$ cat config.mk
export PLATFORM = sky130hd
export DESIGN_NAME = apb_byte_requester
export DESIGN_NICKNAME = d
export VERILOG_FILES = /design/src/rtl/apb_byte_requester.sv
export SDC_FILE = /design/constraint.sdc
export NUM_CORES = 1
export LEC_CHECK = 0
export ABC_CLOCK_PERIOD_IN_PS = 2240
export BUFFER_PORTS_ARGS = -buffer_cell sky130_fd_sc_hd__buf_4
export CAP_MARGIN = 20
export CELL_PAD_IN_SITES_DETAIL_PLACEMENT = 1
export CELL_PAD_IN_SITES_GLOBAL_PLACEMENT = 1
export CORE_MARGIN = 2
export CORE_UTILIZATION = 42
export CTS_BUF_LIST = sky130_fd_sc_hd__clkbuf_4 sky130_fd_sc_hd__clkbuf_8 sky130_fd_sc_hd__clkbuf_16
export DETAILED_ROUTE_END_ITERATION = 6
export PLACE_DENSITY = 0.88
export SYNTH_ARGS = -nofsm -noshare
export SYNTH_HDL_FRONTEND = slang
export SYNTH_SLANG_ARGS = --single-unit
$ cat constraint.sdc
create_clock -name PCLK -period 2.24 [get_ports PCLK]
set_input_delay 0.224 -clock PCLK [delete_from_list [all_inputs] [get_ports PCLK]]
set_output_delay 0.224 -clock PCLK [all_outputs]
set_load 0.02 [all_outputs]
$ cat src/rtl/apb_byte_requester.sv
// Byte-stream to APB initiator: one command (header plus optional data byte)
// becomes one APB transfer and one response byte, with a PREADY timeout.
module apb_byte_requester #(
  parameter int unsigned ADDR_W   = 5,
  parameter int unsigned TIMEOUT  = 15,
  parameter logic [7:0]  WR_ACK   = 8'hA5,
  parameter logic [7:0]  ERR_BYTE = 8'hEE
) (
  input  logic              PCLK,
  input  logic              PRESETn,
  input  logic              cmd_valid,
  output logic              cmd_ready,
  input  logic [7:0]        cmd_data,
  output logic              rsp_valid,
  input  logic              rsp_ready,
  output logic [7:0]        rsp_data,
  output logic              PSEL,
  output logic [ADDR_W-1:0] PADDR,
  output logic              PENABLE,
  output logic              PWRITE,
  output logic [7:0]        PWDATA,
  input  logic [7:0]        PRDATA,
  input  logic              PREADY,
  output logic              busy
);

  localparam int unsigned CNT_W = (TIMEOUT < 2) ? 1 : $clog2(TIMEOUT + 1);
  localparam logic [CNT_W-1:0] LIMIT = (TIMEOUT == 0) ? '0 : CNT_W'(TIMEOUT - 1);

  typedef enum logic [2:0] {
    IDLE, GET_DATA, SETUP, ACCESS, RESP
  } state_t;

  state_t              state, state_n;
  logic [CNT_W-1:0]    cnt, cnt_n;
  logic                psel_n, penable_n, pwrite_n, rsp_valid_n;
  logic [ADDR_W-1:0]   paddr_n;
  logic [7:0]          pwdata_n, rsp_data_n;

  assign cmd_ready = (state == IDLE) || (state == GET_DATA);

  always_ff @(posedge PCLK or negedge PRESETn) begin
    if (!PRESETn) begin
      state     <= IDLE;
      cnt       <= '0;
      PSEL      <= 1'b0;
      PENABLE   <= 1'b0;
      PWRITE    <= 1'b0;
      PADDR     <= '0;
      PWDATA    <= '0;
      rsp_valid <= 1'b0;
      rsp_data  <= '0;
      busy      <= 1'b0;
    end else begin
      state     <= state_n;
      cnt       <= cnt_n;
      PSEL      <= psel_n;
      PENABLE   <= penable_n;
      PWRITE    <= pwrite_n;
      PADDR     <= paddr_n;
      PWDATA    <= pwdata_n;
      rsp_valid <= rsp_valid_n;
      rsp_data  <= rsp_data_n;
      busy      <= (state_n != IDLE);
    end
  end

  // Outputs are registered, so each APB/response output is set on the edge
  // that enters the state in which it must be visible.
  always_comb begin
    state_n     = state;
    cnt_n       = cnt;
    psel_n      = PSEL;
    penable_n   = PENABLE;
    pwrite_n    = PWRITE;
    paddr_n     = PADDR;
    pwdata_n    = PWDATA;
    rsp_valid_n = rsp_valid;
    rsp_data_n  = rsp_data;
    case (state)
      IDLE: begin
        if (cmd_valid) begin
          paddr_n  = cmd_data[ADDR_W-1:0];
          pwrite_n = cmd_data[7];
          if (cmd_data[7]) begin
            state_n = GET_DATA;
          end else begin
            state_n = SETUP;
            psel_n  = 1'b1;
          end
        end
      end
      GET_DATA: begin
        if (cmd_valid) begin
          pwdata_n = cmd_data;
          state_n  = SETUP;
          psel_n   = 1'b1;
        end
      end
      SETUP: begin
        state_n   = ACCESS;
        penable_n = 1'b1;
      end
      ACCESS: begin
        if (PREADY) begin
          psel_n      = 1'b0;
          penable_n   = 1'b0;
          rsp_valid_n = 1'b1;
          rsp_data_n  = PWRITE ? WR_ACK : PRDATA;
          cnt_n       = '0;
          state_n     = RESP;
        end else if ((TIMEOUT != 0) && (cnt == LIMIT)) begin
          psel_n      = 1'b0;
          penable_n   = 1'b0;
          rsp_valid_n = 1'b1;
          rsp_data_n  = ERR_BYTE;
          cnt_n       = '0;
          state_n     = RESP;
        end else begin
          cnt_n = cnt + 1'b1;
        end
      end
      RESP: begin
        if (rsp_ready) begin
          rsp_valid_n = 1'b0;
          state_n     = IDLE;
        end
      end
      default: state_n = IDLE;
    endcase
  end

endmodule

# After elaboration in Yosys (flattened, before gate mapping)

Cells that the tools add are included.

Flip-flop bits (word level): 33
Output and inout bits: 27
Logic and storage cells: 57

Add/subtract/negate cells: 1
Equal/unequal tests: 10
Mux-type cells: 23
Reduce and logical (&&, ||, !) cells: 13

Operators by type and width:

| cell                                                 | number |
|---|---|
| 2-to-1 mux 8 bit                                     | 3 |
| 2-to-1 mux 3 bit                                     | 5 |
| case mux 3 bit (5 select lines)                      | 1 |
| 2-to-1 mux 1 bit                                     | 8 |
| 2-to-1 mux 4 bit                                     | 2 |
| != test 2 bit (second input constant)                | 4 |
| AND reduction 2 bit                                  | 4 |
| equality test 3 x 2 -> 1 bit (second input constant) | 2 |
| nonzero test 2 bit                                   | 3 |
| nonzero test 3 bit                                   | 2 |
| AND reduction 5 bit                                  | 1 |
| adder 4 x 1 -> 4 bit (second input constant)         | 1 |
| equality test 4 bit (second input constant)          | 1 |
| case mux 1 bit (2 select lines)                      | 2 |
| equality test 3 x 1 -> 1 bit (second input constant) | 1 |
| equality test 3 bit (second input constant)          | 1 |
| zero test 3 bit                                      | 1 |
| != test 3 bit (second input constant)                | 1 |
| case mux 1 bit (3 select lines)                      | 1 |
| AND reduction 3 bit                                  | 1 |
| 2-to-1 mux 2 bit                                     | 1 |
| logical OR 1 bit                                     | 1 |

# Longest topological paths before layout

Gate-level depths: netlist of run 1.

Word-level depth: 5
Depth in mapped cells: 5
Gate-level depth less buffers: 5

# Worst setup path after synthesis of run 1

OpenSTA, ideal clock, no wires.

Path type: reg2reg
From: register cnt[0]
To: register rsp_valid
Library setup time: 0.127 ns
Arrival time: 1.348 ns
Setup slack: 0.765 ns
Stages on the path, launching flop included: 6
Cell sequence: dfrtp_1 -> inv_1 -> ha_1 -> a31oi_2 -> nor2_4 -> or2_2

Longest elaborated chain between the ends: 3

RTL lines:

| element                       | line | text |
|---|---|---|
| from (decl)                   | 35   | `logic [CNT_W-1:0] cnt, cnt_n;` |
| from (signal assigned)        | 56   | `cnt <= cnt_n;` |
| equality test 4 bit           | 112  | `end else if ((TIMEOUT != 0) && (cnt == LIMIT)) begin` |
| != test 3 bit (no line)       | --   |  |
| AND reduction 3 bit (no line) | --   |  |
| to (signal assigned)          | 62   | `rsp_valid <= rsp_valid_n;` |
| to (decl)                     | 14   | `output logic rsp_valid,` |

Every way passes these cells.
A chain may end at the register's enable or synchronous reset.

# Worst setup path after layout of run 1

Ends and elaborated chain as after synthesis.

==> flow_metrics.tcl, run 1 <==
set metrics [dict create \
    synth_ff_type "dfrtp_1" \
    clock-sinks 33 \
    register_area_um2 826 \
    timing.fmax_ghz 0.600 \
    netlist_top_cells_count "dfrtp_1 (33), mux2_4 (14), inv_1 (7), o21ai_0 (7), o22a_1 (6)" \
    finalHoldViolations 0 \
    syn2layout_area_growth_pct 29.4 \
    pwr-share-clk 0.161 \
    place_ws_ps 583 \
    layout-drive-gt1-share 0.473 \
    synth_cell_types 34 \
    yosysTopAreaCell "dfrtp_1" \
    io_buffers 47 \
    power_leakage_nw 0.943 \
    clock_path_buffers 2 \
    vias 1100 \
    antenna_found_initial 0 \
    first_global_vias 1201 \
    post-route-period-util 0.744 \
    cts_buffers 5 \
    fin_skew_ps 3.64 \
    drtIter0Drc 23 \
    critPathMaxStageDelay_ps 420 \
    clk_pin_slew_worst_paths_ps 110 \
    wl_met1_um 1520 \
    yosysWarnings 0 \
    path_class "reg -> reg" \
    ys_ff_latch 33 \
    ir_drop_v 0.000930 \
    track_usage 0.199 \
    synthArstFlopShare 1.00 \
    outcome "completed" \
    final_area_um2 1980 \
    worst_pin_slew_ps 439 \
    final_util 0.578 \
    die_width_um 64.3 \
    syn_avg_cell_area_um2 13.3 \
    io_pins 48 \
    critPathArrivalTime_ps 1900 \
    grt_pass1_wl_um 6010 \
    dieArea_um2 4130 \
    slew_violations 0 \
    switching_share 0.387 \
    drv_cap 0 \
    crit_required_ps 2480 \
    htreeDepth 2 \
    top_layer_used "met4" \
    met2WireLength_um 1860 \
    insertion_delay_ps 340 \
    synth_most_common_cell "dfrtp_1" \
    clockRootBuffer "clkbuf_4" \
    post_dp_cell_area_um2 1880 \
    path_max_fanout 9 \
    route.detailed.drc 0 \
    synth_top_cell_area_share 0.541 \
    met3_length_um 188 \
    synth-edff-count 0 \
    p_switching_mw 1.18 \
    cp_slowest_cell "dfrtp_1" \
    grt_max_degree 34 \
    cp_top_family "simple AND/OR/NAND/NOR gates" \
    p_per_area_nw_per_um2 1550 \
    p_total_mw 3.06 \
    rows 21 \
    combPwrFrac 0.465 \
    drtAntennaViolNets 0 \
    syn_inst 115 \
    multi_input_area_um2 614 \
    p_int_mw 1.88 \
    worstPathCellList "inv_1, ha_1, a31oi_2, nor2_4, or2_2" \
    setup_tns_ps 0 \
    nNetsFinal 187 \
    finalSetupViolCount 0 \
    initial_core_util 0.447 \
    path_buf_inv 1 \
    syn_nets 138 \
    drt_wl_total_um 3650 \
    pwr-share-seq 0.374 \
    antenna_cells 0 \
    holdCritPathClass "in -> reg" \
    coreArea_um2 3420 \
    dp_hpwl_um 2660 \
    critPathCaptureType "flop" \
    fin_crit_ps 1670 \
    ys_seq_area_frac 0.541 \
    drt-vias-per-instance 5.21 \
    die_h_um 64.3 \
    start_kind "flop" \
    setup_slack_ps 574 \
    n_fill_cell 371 \
    cts_tree "done" \
    place.gp.congestion 0.819 \
    drtPass1Iterations 4 \
    netlist_area_um2 1530 \
    wl_per_cell_um 17.3 \
    grt-ovfl-total 0 \
    rsz0062_at_grt "false" \
    slew_headroom 0.708 \
    synth_area_leaders "dfrtp_1 (54%), mux2_4 (14%), o22a_1 (3.4%), buf_6 (3.0%), o21ai_0 (2.3%)" \
]
-- worst paths after layout --
| path | from | endpoint | slack [ps] | cells after the start |
|---|---|---|---|---|
| hold reg to reg | rsp_data[6] | rsp_data[6] | 520 | 1 |
| setup reg to reg | cnt[0] | rsp_valid | 570 | 5 |
| min in group asynchronous | PRESETn | rsp_data[4] | 340 | 2 |
| hold / removal | PRDATA[2] | rsp_data[2] | 90 | 2 |
| setup / recovery | cnt[0] | rsp_valid | 570 | 5 |
| max in group asynchronous | PRESETn | state[1] | 1600 | 2 |
-- cells in the final DEF (no fill, tap or decap), types with 3 or more instances in the layout --
cell       n
o21ai_0    7
dfrtp_1   33
inv_1      7
a21oi_1    3
nor2_1     4
a31oi_1    3
buf_4     47
nor2b_1    3
o22a_1     6
mux2_4    14
clkbuf_4   6
-- through the flow --
| stage | std cells | hold WS, ps |
|---|---|---|
| 3_3_place_gp | 202 | 187 |
| 6_report | 211 | 86.6 |
| 4_1_cts | 211 | 74.4 |
| 5_1_grt | 211 | 82.8 |
| 2_1_floorplan | 115 | -71.6 |
| 3_5_place_dp | 202 | 189 |
-- metal layers --
layer,vias to the layer above,GRT usage
met4,0,0.122
met5,-,0
li1,509,-
met1,547,0.233
met2,36,0.326
met3,8,0.0528
-- what timing repair did --
| item | 4_1_cts | 5_1_grt |
|---|---|---|
| buffers inserted | 0 | 0 |
| endpoints found under the hold margin | 33 | 0 |
| hold buffers | 1 | 0 |
| resized for setup | 0 | 0 |
-- state kept, by name, summed over array words and instances (netlist names) --
name       count
state          3
PWRITE         1
busy           1
PENABLE        1
cnt            4
PWDATA         8
PADDR          5
rsp_valid      1
PSEL           1
rsp_data       8
-- kinds of logic (layout without fill, tap and decap cells) --
family,count (synthesis),after routing,synth area share
DFF,33,33,0.541
AOI/OAI and AO/OA,30,30,0.137
and+or+nand+nor,23,23,0.111
muxes,14,14,0.138
buffers and inverters,13,63,0.0566
adders and majority gates,2,2,0.0164
-- worst reg2reg max path: stages, from the launching register on --
cell,delay (ps)
dfrtp_1,420
inv_1,60
ha_1,230
a31oi_2,380
nor2_4,140
or2_2,320
-- power by group through the flow --
stage	combinational, mW	sequential (mW)	clock (mW)
CTS	1.45	1.14	0.503
floorplan	0.753	1.31	0
finish	1.42	1.14	0.493
global route	1.53	1.19	0.530
detailed placement	1.43	1.15	0
global placement	1.38	1.13	0
-- final cells by class --
type,count,area share
Clock buffer,7,0.0298
Inverter,7,0.0133
Tap cell,46,0.0291
Multi-Input combinational cell,69,0.311
Sequential cell,33,0.418
Timing Repair Buffer,48,0.184
Clock inverter,1,0.0152
Note: power is estimated with default switching activity, not from simulation.
==> run 2: changes to the inputs <==
==> config.mk (replaced) <==
export PLATFORM = sky130hd
export DESIGN_NAME = apb_byte_requester
export DESIGN_NICKNAME = d
export VERILOG_FILES = /design/src/rtl/apb_byte_requester.sv
export SDC_FILE = /design/constraint.sdc
export NUM_CORES = 1
export LEC_CHECK = 0
export ABC_CLOCK_PERIOD_IN_PS = 1400
export BUFFER_PORTS_ARGS = -buffer_cell sky130_fd_sc_hd__buf_4
export CAP_MARGIN = 20
export CELL_PAD_IN_SITES_DETAIL_PLACEMENT = 1
export CELL_PAD_IN_SITES_GLOBAL_PLACEMENT = 1
export CORE_MARGIN = 2
export CORE_UTILIZATION = 35
export CTS_BUF_LIST = sky130_fd_sc_hd__clkbuf_4 sky130_fd_sc_hd__clkbuf_8 sky130_fd_sc_hd__clkbuf_16
export DETAILED_ROUTE_END_ITERATION = 6
export PLACE_DENSITY = 0.79
export SYNTH_ARGS = -nofsm -noshare
export SYNTH_HDL_FRONTEND = slang
export SYNTH_SLANG_ARGS = --single-unit
==> constraint.sdc (replaced) <==
create_clock -name PCLK -period 1.4 [get_ports PCLK]
set_input_delay 0.14 -clock PCLK [delete_from_list [all_inputs] [get_ports PCLK]]
set_output_delay 0.14 -clock PCLK [all_outputs]
set_load 0.02 [all_outputs]
==> flow_metrics.tcl, run 2 (synthesis results as in run 1) <==
set metrics [dict create \
    fin_skew_ps 5.95 \
    drv_cap 0 \
    final_common_cell "buf_4" \
    min_to "rsp_data[7]" \
    critPathCaptureType "flop" \
    route.detailed.drc 0 \
    hp-start "PRDATA[7]" \
    wl_per_cell_um 16.4 \
    layout_common_cells "buf_4 (58), dfrtp_1 (30), mux2_4 (14), inv_1 (7), o21ai_0 (7)" \
    nNetsFinal 199 \
    initial_core_util 0.358 \
    grt_pass1_wl_um 6390 \
    insertion_delay_ps 290 \
    drt_wl_total_um 3760 \
    switching_share 0.384 \
    antenna_cells 0 \
    dp_cells 220 \
    fin_crit_ps 1340 \
    rows 24 \
    worst_pin_slew_ps 428 \
    finalHoldViolations 0 \
    first_global_vias 1284 \
    finalSetupViolCount 0 \
    p_int_mw 3.14 \
    reg.largest.list "PWDATA: 8 flops, rsp_data: 8 flops, PADDR: 5 flops" \
    critPathArrivalTime_ps 1520 \
    io_pins 48 \
    grt_max_degree 34 \
    cts_tree "done" \
    post-route-period-util 0.960 \
    clockRootBuffer "clkbuf_8" \
    outcome "completed" \
    cp_slowest_cell "dfrtp_2" \
    syn2layout_area_growth_pct 37.9 \
    drt-vias-per-instance 5.00 \
    setup_tns_ps 0 \
    drtPass1Iterations 4 \
    timing.fmax_ghz 0.744 \
    place.gp.congestion 0.774 \
    hold_depth 2 \
    worstPathCellList "nor2_4, and3_4, mux2_4" \
    crit_required_ps 1570 \
    drtAntennaViolNets 0 \
    die_h_um 70.0 \
    coreArea_um2 4260 \
    antenna_found_initial 0 \
    clock-sinks 33 \
    layout-drive-gt1-share 0.537 \
    htreeDepth 2 \
    n_fill_cell 472 \
    rsz0062_at_grt "false" \
    critPathMaxStageDelay_ps 460 \
    pwr-share-clk 0.141 \
    pwr-share-seq 0.348 \
    rr_startpoint "state[2]" \
    p_switching_mw 1.96 \
    r2r_slack_ps 60 \
    p_per_area_nw_per_um2 2420 \
    io_buffers 47 \
    dp_hpwl_um 2800 \
    cts_buffers 5 \
    cts_setup_buffers 0 \
    power_leakage_nw 0.998 \
    hold_ws_ps 69.3 \
    place_ws_ps 5.31 \
    path_class "reg -> reg" \
    clock_path_buffers 2 \
    clk_pin_slew_worst_paths_ps 70 \
    grt-ovfl-total 0 \
    path_max_fanout 8 \
    vias 1144 \
    stdcell_count 229 \
    final_util 0.494 \
    drtIter0Drc 40 \
    slew_violations 0 \
    track_usage 0.167 \
    reg2reg_to "PWDATA[6]" \
    ir_drop_v 0.000891 \
    dieArea_um2 4910 \
    holdCritPathClass "in -> reg" \
    slew_headroom 0.715 \
    setup_slack_ps 55.5 \
    combPwrFrac 0.511 \
    die_width_um 70.0 \
    start_kind "flop" \
    rr_worst_depth 3 \
]
[run 2: cell count changes in the layout (fill, tap and decap cells not counted), sizes merged]
cell    before  now
buf         47   59
clkinv       0    2
bufinv       1    0
clkbuf       7    6
[run 2: per-stage QoR]
step / power, mW / instance area, µm²
detailed placement: 4.35 / 1980
finish: 5.10 / 2100
global route: 5.42 / 2100
CTS: 5.10 / 2080
floorplan: 3.33 / 1540
global placement: 4.24 / 1980
[run 2: how the worst max path moves through the flow]
stage	start	depth (start not counted)	slack, ps	endpoint
after CTS	cnt[0]	5	6	rsp_valid
after global routing	cnt[0]	6	2	rsp_data[4]
after detailed placement	state[2]	4	5	PADDR[1]
final	state[2]	3	60	PWDATA[6]
after floorplan	state[2]	5	-20	PWDATA[0]
after global placement	state[0]	4	50	PADDR[0]
[run 2: final cells by class]
type	count	area [µm²]	area share
Clock buffer	6	76.3	0.0363
Clock inverter	2	10.0	0.00476
Inverter	7	26.3	0.0125
Multi-Input combinational cell	69	641	0.304
Sequential cell	33	830	0.394
Tap cell	52	65.1	0.0309
Timing Repair Buffer	60	457	0.217
[run 2: what timing repair did]
| action | 4_1_cts | 5_1_grt |
|---|---|---|
| hold endpoints to repair | 33 | 0 |
| hold buffers | 1 | 0 |
| resized for setup | 1 | 6 |
| endpoints found under the setup margin | 3 | 16 |
[run 2: per-layer routing]
| layer | track usage | wire length, µm | vias to the layer above |
|---|---|---|---|
| li1 | - | - | 533 |
| met1 | 0.209 | 1670 | 567 |
| met2 | 0.277 | 1820 | 40 |
| met3 | 0.0491 | 233 | 4 |
| met4 | 0.0513 | 44 | 0 |
| met5 | 0 | 0 | - |
[run 2: power by group through the flow]
stage	sequential (mW)	combinational, mW	clock, mW
global placement	1.74	2.50	0
finish	1.77	2.61	0.716
global route	1.84	2.81	0.773
CTS	1.76	2.60	0.737
detailed placement	1.77	2.58	0
floorplan	2.11	1.22	0
[run 2: critical path, delay by kind of cell (launching register included)]
| family | cells | cell delay [ps] |
|---|---|---|
| and+or+nand+nor | 2 | 450 |
| muxes | 1 | 320 |
| DFF | 1 | 460 |
==> run 3: changes to the inputs <==
--- a/config.mk
+++ b/config.mk
@@ -15,6 +15,7 @@
 export CTS_BUF_LIST = sky130_fd_sc_hd__clkbuf_4 sky130_fd_sc_hd__clkbuf_8 sky130_fd_sc_hd__clkbuf_16
 export DETAILED_ROUTE_END_ITERATION = 6
 export PLACE_DENSITY = 0.79
+export RECOVER_POWER = 100
 export SYNTH_ARGS = -nofsm -noshare
 export SYNTH_HDL_FRONTEND = slang
 export SYNTH_SLANG_ARGS = --single-unit
==> flow_metrics.tcl, run 3 (synthesis results as in run 1) <==
set metrics [dict create \
    outcome "completed" \
    nNetsFinal 199 \
    insertion_delay_ps 290 \
    grt_max_degree 34 \
    timing.fmax_ghz 0.742 \
    io_pins 48 \
    antenna_cells 0 \
    crit_required_ps 1570 \
    grt_pass1_wl_um 6390 \
    path_max_fanout 8 \
    dieArea_um2 4910 \
    layout_common_cells "buf_4 (31), dfrtp_1 (30), clkbuf_1 (26), mux2_4 (14)" \
    dp_hpwl_um 2800 \
    path_class "reg -> reg" \
    drtIter0Drc 37 \
    holdCritPathClass "in -> reg" \
    drt_wl_total_um 3770 \
    critPathCaptureType "flop" \
    track_usage 0.167 \
    clock-sinks 33 \
    rows 24 \
    n_fill_cell 489 \
    cts_tree "done" \
    final_common_cell "buf_4" \
    coreArea_um2 4260 \
    slew_headroom 0.439 \
    final_util 0.470 \
    drv_cap 0 \
    post-route-period-util 0.962 \
    critPathArrivalTime_ps 1520 \
    initial_core_util 0.358 \
    wl_per_cell_um 16.4 \
    vias 1135 \
    clockRootBuffer "clkbuf_8" \
    drt-vias-per-instance 4.96 \
    register_area_um2 830 \
    reg.largest.list "PWDATA: 8 flops, rsp_data: 8 flops, PADDR: 5 flops" \
    multi_input_area_um2 641 \
    worst_pin_slew_ps 842 \
    htreeDepth 2 \
    rsz0062_at_grt "false" \
    start_kind "flop" \
    cts_buffers 5 \
    hold_ws_ps 69.1 \
    slew_violations 0 \
    setup_slack_ps 52.9 \
    p_per_area_nw_per_um2 2390 \
    place_ws_ps 5.31 \
    clock_path_buffers 2 \
    ir_drop_v 0.000791 \
    power_leakage_nw 0.904 \
    drtPass1Iterations 3 \
    first_global_vias 1284 \
    finalSetupViolCount 0 \
    antenna_found_initial 0 \
    die_width_um 70.0 \
    fin_skew_ps 5.99 \
    drtAntennaViolNets 0 \
    route.detailed.drc 0 \
    layout-drive-gt1-share 0.390 \
    grt-ovfl-total 0 \
    die_h_um 70.0 \
    place.gp.congestion 0.774 \
    clk_pin_slew_worst_paths_ps 60 \
    io_buffers 47 \
    finalHoldViolations 0 \
    syn2layout_area_growth_pct 31.3 \
    fin_crit_ps 1350 \
]
run 3: cell count changes in the layout (fill, tap and decap cells not counted), sizes merged:
cell	delta
clkbuf	+27
buf	-27
run 3: through the flow:
step	area [µm²]	setup TNS [ps]	power, mW	instances
4_1_cts	2080	0	5.10	229
2_1_floorplan	1540	-238	3.33	115
5_1_grt	2000	0	5.11	229
3_3_place_gp	1980	0	4.24	220
6_report	2000	0	4.79	229
3_5_place_dp	1980	0	4.35	220
run 3: final timing paths:
| path | slack [ps] | depth (start not counted) | endpoint | startpoint |
|---|---|---|---|---|
| min in group asynchronous | 490 | 2 | PWDATA[5] | PRESETn |
| setup reg to reg | 50 | 3 | PWDATA[5] | state[2] |
| hold reg to reg | 520 | 1 | PWDATA[0] | PWDATA[0] |
| hold / removal | 70 | 2 | rsp_data[7] | PRDATA[7] |
| setup / recovery | 50 | 3 | PWDATA[5] | state[2] |
| max in group asynchronous | 330 | 2 | state[1] | PRESETn |
run 3: metal layers:
| metal | up-vias | global-route usage | wire length [µm] |
|---|---|---|---|
| met1 | 562 | 0.209 | 1680 |
| met3 | 4 | 0.0491 | 236 |
| met5 | - | 0 | 0 |
| li1 | 531 | - | - |
| met4 | 0 | 0.0513 | 44 |
| met2 | 38 | 0.277 | 1810 |
run 3: final cells by class:
type	count	area share
flip-flops and latches	33	0.414
well taps	52	0.0325
clock inverters	2	0.00499
inverters	7	0.0131
clock buffers	6	0.0381
multi-input cells	69	0.320
repair buffers	60	0.178
run 3: what timing repair did:
item | CTS | global route
setup endpoints to repair | 3 | 16
resized for setup | 1 | 6
setup buffers | 0 | 0
endpoints found under the hold margin | 33 | 0
hold buffers | 1 | 0
run 3: power by group:
group	total, mW	leakage [nW]	switching (mW)	internal [mW]
logic	2.31	0.471	1.25	1.07
registers	1.76	0.385	0.353	1.41
clock network	0.711	0.0484	0.348	0.363
run 3: critical path, stage by stage (launching register included):
cell and delay (ps):
dfrtp_2 460, nor2_4 140, and3_4 310, mux2_4 320
